`src/rtl/shift_add_mult_pkg.sv`:
```
// Shared definitions for the shift-and-add multiplier datapath and its controller.
// Holds the FSM state encoding, the default operand width and the counter sizing rule.
package shift_add_mult_pkg;

  localparam int DEFAULT_WIDTH = 4;

  typedef enum logic [1:0] {
    IDLE = 2'd0,
    RUN  = 2'd1,
    DONE = 2'd2
  } state_t;

  // The iteration counter must be able to hold WIDTH itself, not just WIDTH-1.
  function automatic int cnt_width(input int width);
    return $clog2(width) + 1;
  endfunction

endpackage

```
`src/rtl/shift_add_ctrl.sv`:
```
// Sequencing for the shift-and-add multiplier: IDLE/RUN/DONE FSM plus iteration counter.
// Emits load/step/finish strobes to the datapath and registered busy/done flags.
module shift_add_ctrl
  import shift_add_mult_pkg::*;
#(
  parameter int WIDTH = DEFAULT_WIDTH
) (
  input  logic clk,
  input  logic reset,
  input  logic start,
  output logic load,
  output logic step,
  output logic finish,
  output logic busy,
  output logic done
);

  localparam int CNT_W = cnt_width(WIDTH);

  state_t           state_reg;
  state_t           state_next;
  logic [CNT_W-1:0] cnt_reg;
  logic [CNT_W-1:0] cnt_next;
  logic             busy_reg;
  logic             done_reg;

  always_comb begin
    state_next = state_reg;
    cnt_next   = cnt_reg;
    load       = 1'b0;
    step       = 1'b0;
    finish     = 1'b0;
    case (state_reg)
      IDLE: begin
        if (start) begin
          load       = 1'b1;
          cnt_next   = CNT_W'(WIDTH);
          state_next = RUN;
        end
      end
      RUN: begin
        step     = 1'b1;
        cnt_next = cnt_reg - CNT_W'(1);
        // The edge that consumes the last multiplier bit also publishes the product.
        if (cnt_reg == CNT_W'(1)) begin
          finish     = 1'b1;
          state_next = DONE;
        end
      end
      DONE: begin
        state_next = IDLE;
      end
      default: begin
        state_next = IDLE;
      end
    endcase
  end

  // busy/done are decoded from the next state so they are plain flops at the outputs.
  always_ff @(posedge clk or negedge reset) begin
    if (!reset) begin
      state_reg <= IDLE;
      cnt_reg   <= '0;
      busy_reg  <= 1'b0;
      done_reg  <= 1'b0;
    end else begin
      state_reg <= state_next;
      cnt_reg   <= cnt_next;
      busy_reg  <= (state_next != IDLE);
      done_reg  <= (state_next == DONE);
    end
  end

  assign busy = busy_reg;
  assign done = done_reg;

endmodule

```
`src/rtl/shift_add_mult.sv`:
```
// Sequential unsigned shift-and-add multiplier: captures a/b on start, iterates WIDTH
// times, then presents a 2*WIDTH product with a one-cycle done pulse.
module shift_add_mult
  import shift_add_mult_pkg::*;
#(
  parameter int WIDTH = DEFAULT_WIDTH
) (
  input  logic                 clk,
  input  logic                 reset,
  input  logic                 start,
  input  logic [WIDTH-1:0]     a,
  input  logic [WIDTH-1:0]     b,
  output logic                 busy,
  output logic                 done,
  output logic [2*WIDTH-1:0]   product
);

  logic               load;
  logic               step;
  logic               finish;

  logic [WIDTH-1:0]   m_reg;
  logic [WIDTH-1:0]   q_reg;
  logic [WIDTH-1:0]   acc_reg;
  logic [2*WIDTH-1:0] product_reg;

  logic [WIDTH-1:0]   addend;
  logic [WIDTH:0]     sum;

  shift_add_ctrl #(
    .WIDTH (WIDTH)
  ) u_ctrl (
    .clk    (clk),
    .reset  (reset),
    .start  (start),
    .load   (load),
    .step   (step),
    .finish (finish),
    .busy   (busy),
    .done   (done)
  );

  assign addend = q_reg[0] ? m_reg : '0;

  // The carry out of the add is shifted straight into the accumulator MSB on the same
  // edge, so it never needs its own storage: sum[WIDTH] plays the role of C.
  assign sum = {1'b0, acc_reg} + {1'b0, addend};

  always_ff @(posedge clk or negedge reset) begin
    if (!reset) begin
      m_reg       <= '0;
      q_reg       <= '0;
      acc_reg     <= '0;
      product_reg <= '0;
    end else begin
      if (load) begin
        m_reg   <= a;
        q_reg   <= b;
        acc_reg <= '0;
      end else if (step) begin
        acc_reg <= sum[WIDTH:1];
        q_reg   <= {sum[0], q_reg[WIDTH-1:1]};
      end
      if (finish) begin
        product_reg <= {sum, q_reg[WIDTH-1:1]};
      end
    end
  end

  assign product = product_reg;

endmodule

```
`config.mk`:
```
export PLATFORM = sky130hd
export DESIGN_NAME = shift_add_mult
export DESIGN_NICKNAME = d
export VERILOG_FILES = /design/src/rtl/shift_add_mult_pkg.sv /design/src/rtl/shift_add_ctrl.sv /design/src/rtl/shift_add_mult.sv
export SDC_FILE = /design/constraint.sdc
export NUM_CORES = 1
export LEC_CHECK = 0
export BUFFER_PORTS_ARGS = -buffer_cell sky130_fd_sc_hd__buf_2
export CELL_PAD_IN_SITES_DETAIL_PLACEMENT = 0
export CELL_PAD_IN_SITES_GLOBAL_PLACEMENT = 2
export CORE_AREA = 2 2 65 67
export CTS_BUF_LIST = sky130_fd_sc_hd__clkbuf_2 sky130_fd_sc_hd__clkbuf_4 sky130_fd_sc_hd__clkbuf_8
export DETAILED_ROUTE_END_ITERATION = 8
export DIE_AREA = 0 0 67 69
export HOLD_SLACK_MARGIN = 0.06
export PLACE_DENSITY = 0.85
export SLEW_MARGIN = 10
export SYNTH_ARGS = -nofsm -noshare
export SYNTH_HDL_FRONTEND = slang
export SYNTH_HIERARCHICAL = 1
export SYNTH_SLANG_ARGS = --single-unit
```
`constraint.sdc`:
```
create_clock -name clk -period 1.64 [get_ports clk]
set_input_delay 0.246 -clock clk [delete_from_list [all_inputs] [get_ports clk]]
set_output_delay 0.246 -clock clk [all_outputs]
set_load 0.01 [all_outputs]
```
==> out/qor_table.md <==
| Group | Quantity | Reported |
|---|---|---|
| floorplan | Total die area | 4620 um^2 |
| logic synthesis | Biggest area contributors in the synthesized netlist | dfrtp_1 53%, mux2_2 8.8%, ha_1 5.9%, mux2i_1 5.5%, inv_1 2.9% |
| worst setup path | Arrival time of the worst setup path | 1.83 ns |
| routing | Final antenna-violating net count | 0 |
| routing | Starting DRT DRC Count | 17 |
| placed design | Routability congestion estimate from global placement | 0.850 |
| worst setup path | Critical path buffers and inverters | 1 |
| grt | Overall overflow remaining after global route | 0 |
| final layout | Number of flip-flops in the largest register | 8 |
| logic synthesis | Yosys warning count | 6 |
| logic synthesis | Post-synthesis cell count | 110 |
| final layout | Total area of sequential cells | 676 um^2 |
| final layout | Top library cells by usage in the layout, fill and taps aside | 27 x dfrtp_1, 20 x buf_2, 11 x buf_4 |
| timing | Period Utilization, post-route | 101% |
| final layout | Leading cell type in the layout, fill and taps excluded | dfrtp_1 |
| logic synthesis | Leading area contributor after synthesis | dfrtp_1 |
| worst setup path | Largest incremental delay on the critical path | 0.40 ns |
| final layout | Final design area excluding fillers | 1650 um^2 |
| grt | GRT Overall Usage | 12.3% |
| timing | Unrepaired setup endpoints after global routing | yes |
| worst setup path | Cell type group with the largest total delay on the critical path | adder cells |
| power and ir drop | Pwr/cell area | 1890 nW/um^2 |
| routing | Routed WL | 2.55 mm |
| worst setup path | Standard cell with the maximum stage delay on the critical path | dfrtp_1 |
| final layout | # fillers | 398 |
| logic synthesis | Ys async rst share | 100% |
| hold path | Hold Crit Class | in2reg |
| cts | Clock tree sinks | 27 |
| cts | CTS root buf | clkbuf_8 |
| floorplan | FP Rows | 23 |
| routing | Detailed-routing iteration count for the pre-antenna-repair pass | 4 |
| worst setup path | Required @ worst endpoint | 1.82 ns |
| logic synthesis | Average size of a mapped cell | 11.7 um^2 |
| placed design | Detailed Place HPWL | 1.84 mm |
| timing | Peak clock frequency supported by timing | 0.606 GHz |
| cts | Clk pin slew, worst setup/hold paths | 0.09 ns |
| logic synthesis | Number of register bits inferred by synthesis | 27 |
| timing | Smallest hold slack | 0.180 ns |
| logic synthesis | Main flop type after synthesis | dfrtp_1 |
| logic synthesis | Count of different cell masters after synthesis | 29 |
| logic synthesis | Post-Synthesis Cell Area | 1280 um^2 |
| job | Maximum capacitance violations | 0 |
| timing | Worst slew pin tran | 0.608 ns |
| cts | Clock tree from TritonCTS | yes |
| final layout | Area of the multi-input gates | 612 um^2 |
| floorplan | Initial Utilization | 32.8% |
| power and ir drop | PnR Total Power | 3.11 mW |
| grt | Initial antenna violation count | 0 |
| placed design | Post-place setup slack | -0.117 ns |
| final layout | Fraction of final layout cells with drive strength greater than 1 | 40.6% |
| floorplan | Die height | 69 um |
| routing | Post-route DRC | 0 |
| placed design | Area after detailed placement | 1510 um^2 |
| cts | Clock insertion delay at the later pin of the skew report | 0.27 ns |
| worst setup path | Highest fanout seen on the critical path | 5 |
| power and ir drop | Leakage power summed over all cells | 0.795 nW |
| floorplan | Floorplan core area | 3910 um^2 |
| cts | Total clock buffers created by CTS | 3 |
| floorplan | Die span in x | 67 um |
| grt | Global-route wire length before repair | 4.36 mm |
| routing | Via-to-Cell Ratio | 4.64 |
| worst setup path | CP Class | reg2reg |
| timing | Worst Setup Slack, final | -0.00922 ns |
| worst setup path | Type of element launching the critical path | flop |
| logic synthesis | Number of synthesized flops with an enable pin | 0 |
| outcome | Failing checks | negative setup slack |
| timing | Final number of max-transition violations | 0 |
| final layout | Area Growth Syn to Fin | 28.4% |
| routing | Average wire per cell in the routed design | 13.2 um |
| worst setup path | Sequence of cells on the critical path | and2_4, ha_4, inv_2, fa_2, nor2b_1, o21ai_1, a311oi_1 |
| grt | Via count of the first global-routing pass | 960 |
| cts | Max clock buf depth | 2 |
| final layout | Number of nets in the layout | 162 |
| routing | Via count | 895 |
| timing | Worst max-slew margin expressed relative to the limit | 59.5% |
| outcome | Run status | finished, violations left |
| final layout | Antenna diodes | 0 |
| placed design | Port buffer count | 20 |
| timing | Final hold vios | 0 |
| logic synthesis | Number of nets in the synthesized netlist | 128 |
| cts | # H-tree levels | 1 |
| final layout | Finished Layout Cells | 193 |
| timing | Post-layout minimum cycle time | 1.65 ns |
| logic synthesis | Yosys top cell area share | 52.7% |
| logic synthesis | Proportion of synthesized chip area in sequential cells | 52.7% |
| floorplan | Number of top-level pins | 21 |
| timing | Skew final | 0.00319 ns |
| grt | Largest net degree at the start of global routing | 28 |
| power and ir drop | Highest ir drop seen on vdd | 0.712 mV |
| placed design | Cell Count Post-Placement | 185 |
| worst setup path | Kind of end point of the critical path | flop |
| timing | Final count of negative-setup-slack endpoints | 2 |
==> metal layers <==
metal / GRT usage (%) / vias to the layer above / wire, um
met1: 15.4 / 436 / 1150
li1: - / 439 / -
met4: 2.72 / 0 / 15
met5: 0 / - / 0
met2: 20.0 / 16 / 1260
met3: 4.57 / 4 / 129
==> through the flow <==
stage	TNS (ns)	util, %
finish	-0.0164	42.1
global route	-0.450	42.1
CTS	-0.0611	40.3
detailed placement	-0.144	38.6
global placement	-0.0201	38.6
floorplan	0	-
==> area by class of cell <==
type	instances	share of cell area [%]
repair buffers	33	12.9
clock inverters	1	0.304
well taps	50	3.80
clock buffers	3	2.51
inverters	10	2.28
flip-flops and latches	27	41.0
multi-input cells	69	37.2
==> worst register-to-register path, stage by stage (launching register included) <==
cell	delay [ns]
dfrtp_1	0.40
and2_4	0.17
ha_4	0.12
inv_2	0.03
fa_2	0.34
nor2b_1	0.12
o21ai_1	0.10
a311oi_1	0.28
==> logic make-up (layout without fill, tap and decap cells) <==
group | Yosys count | after routing | share of synthesized area (%)
and+or+nand+nor | 29 | 29 | 13.1
xor gates and xnor gates | 1 | 1 | 0.683
muxes | 17 | 17 | 14.2
buffers and inverters | 14 | 47 | 4.39
DFF | 27 | 27 | 52.7
adders and majority gates | 7 | 7 | 7.41
AOI/OAI and AO/OA | 15 | 15 | 7.51
==> synthesized netlist by cell type (all sizes together), types with 2 or more instances <==
master,count
nor2,6
nor2b,2
and2,3
nor3b,5
mux2i,7
nand2,6
a31oi,2
buf,3
mux2,10
or3,2
ha,6
inv,10
dfrtp,27
o21ai,6
==> worst paths after layout <==
check                               from  slack, ns  cells past startpoint          to
worst max-delay path            q_reg[0]     -0.009                      7  acc_reg[3]
worst min-delay path                b[1]       0.18                      3    q_reg[1]
worst max register to register  q_reg[0]     -0.009                      7  acc_reg[3]
worst min register to register  m_reg[2]       0.51                      1    m_reg[2]
max in group asynchronous          reset       0.73                      2    q_reg[3]
min in group asynchronous          reset       0.51                      2  product[7]
==> where the power goes <==
group | internal, mW | total, mW | leakage [nW] | switching (mW)
logic | 0.840 | 1.54 | 0.440 | 0.700
registers | 0.978 | 1.19 | 0.330 | 0.216
clock network | 0.170 | 0.374 | 0.0255 | 0.203
==> repair_timing <==
action	4_1_cts	5_1_grt
endpoints found under the setup margin	5	12
gates resized for setup	6	5
endpoints found under the hold margin	27	0
setup buffers	0	3
pin swaps	2	7
hold buffers	1	0
Power figures use the tool's default switching activity.
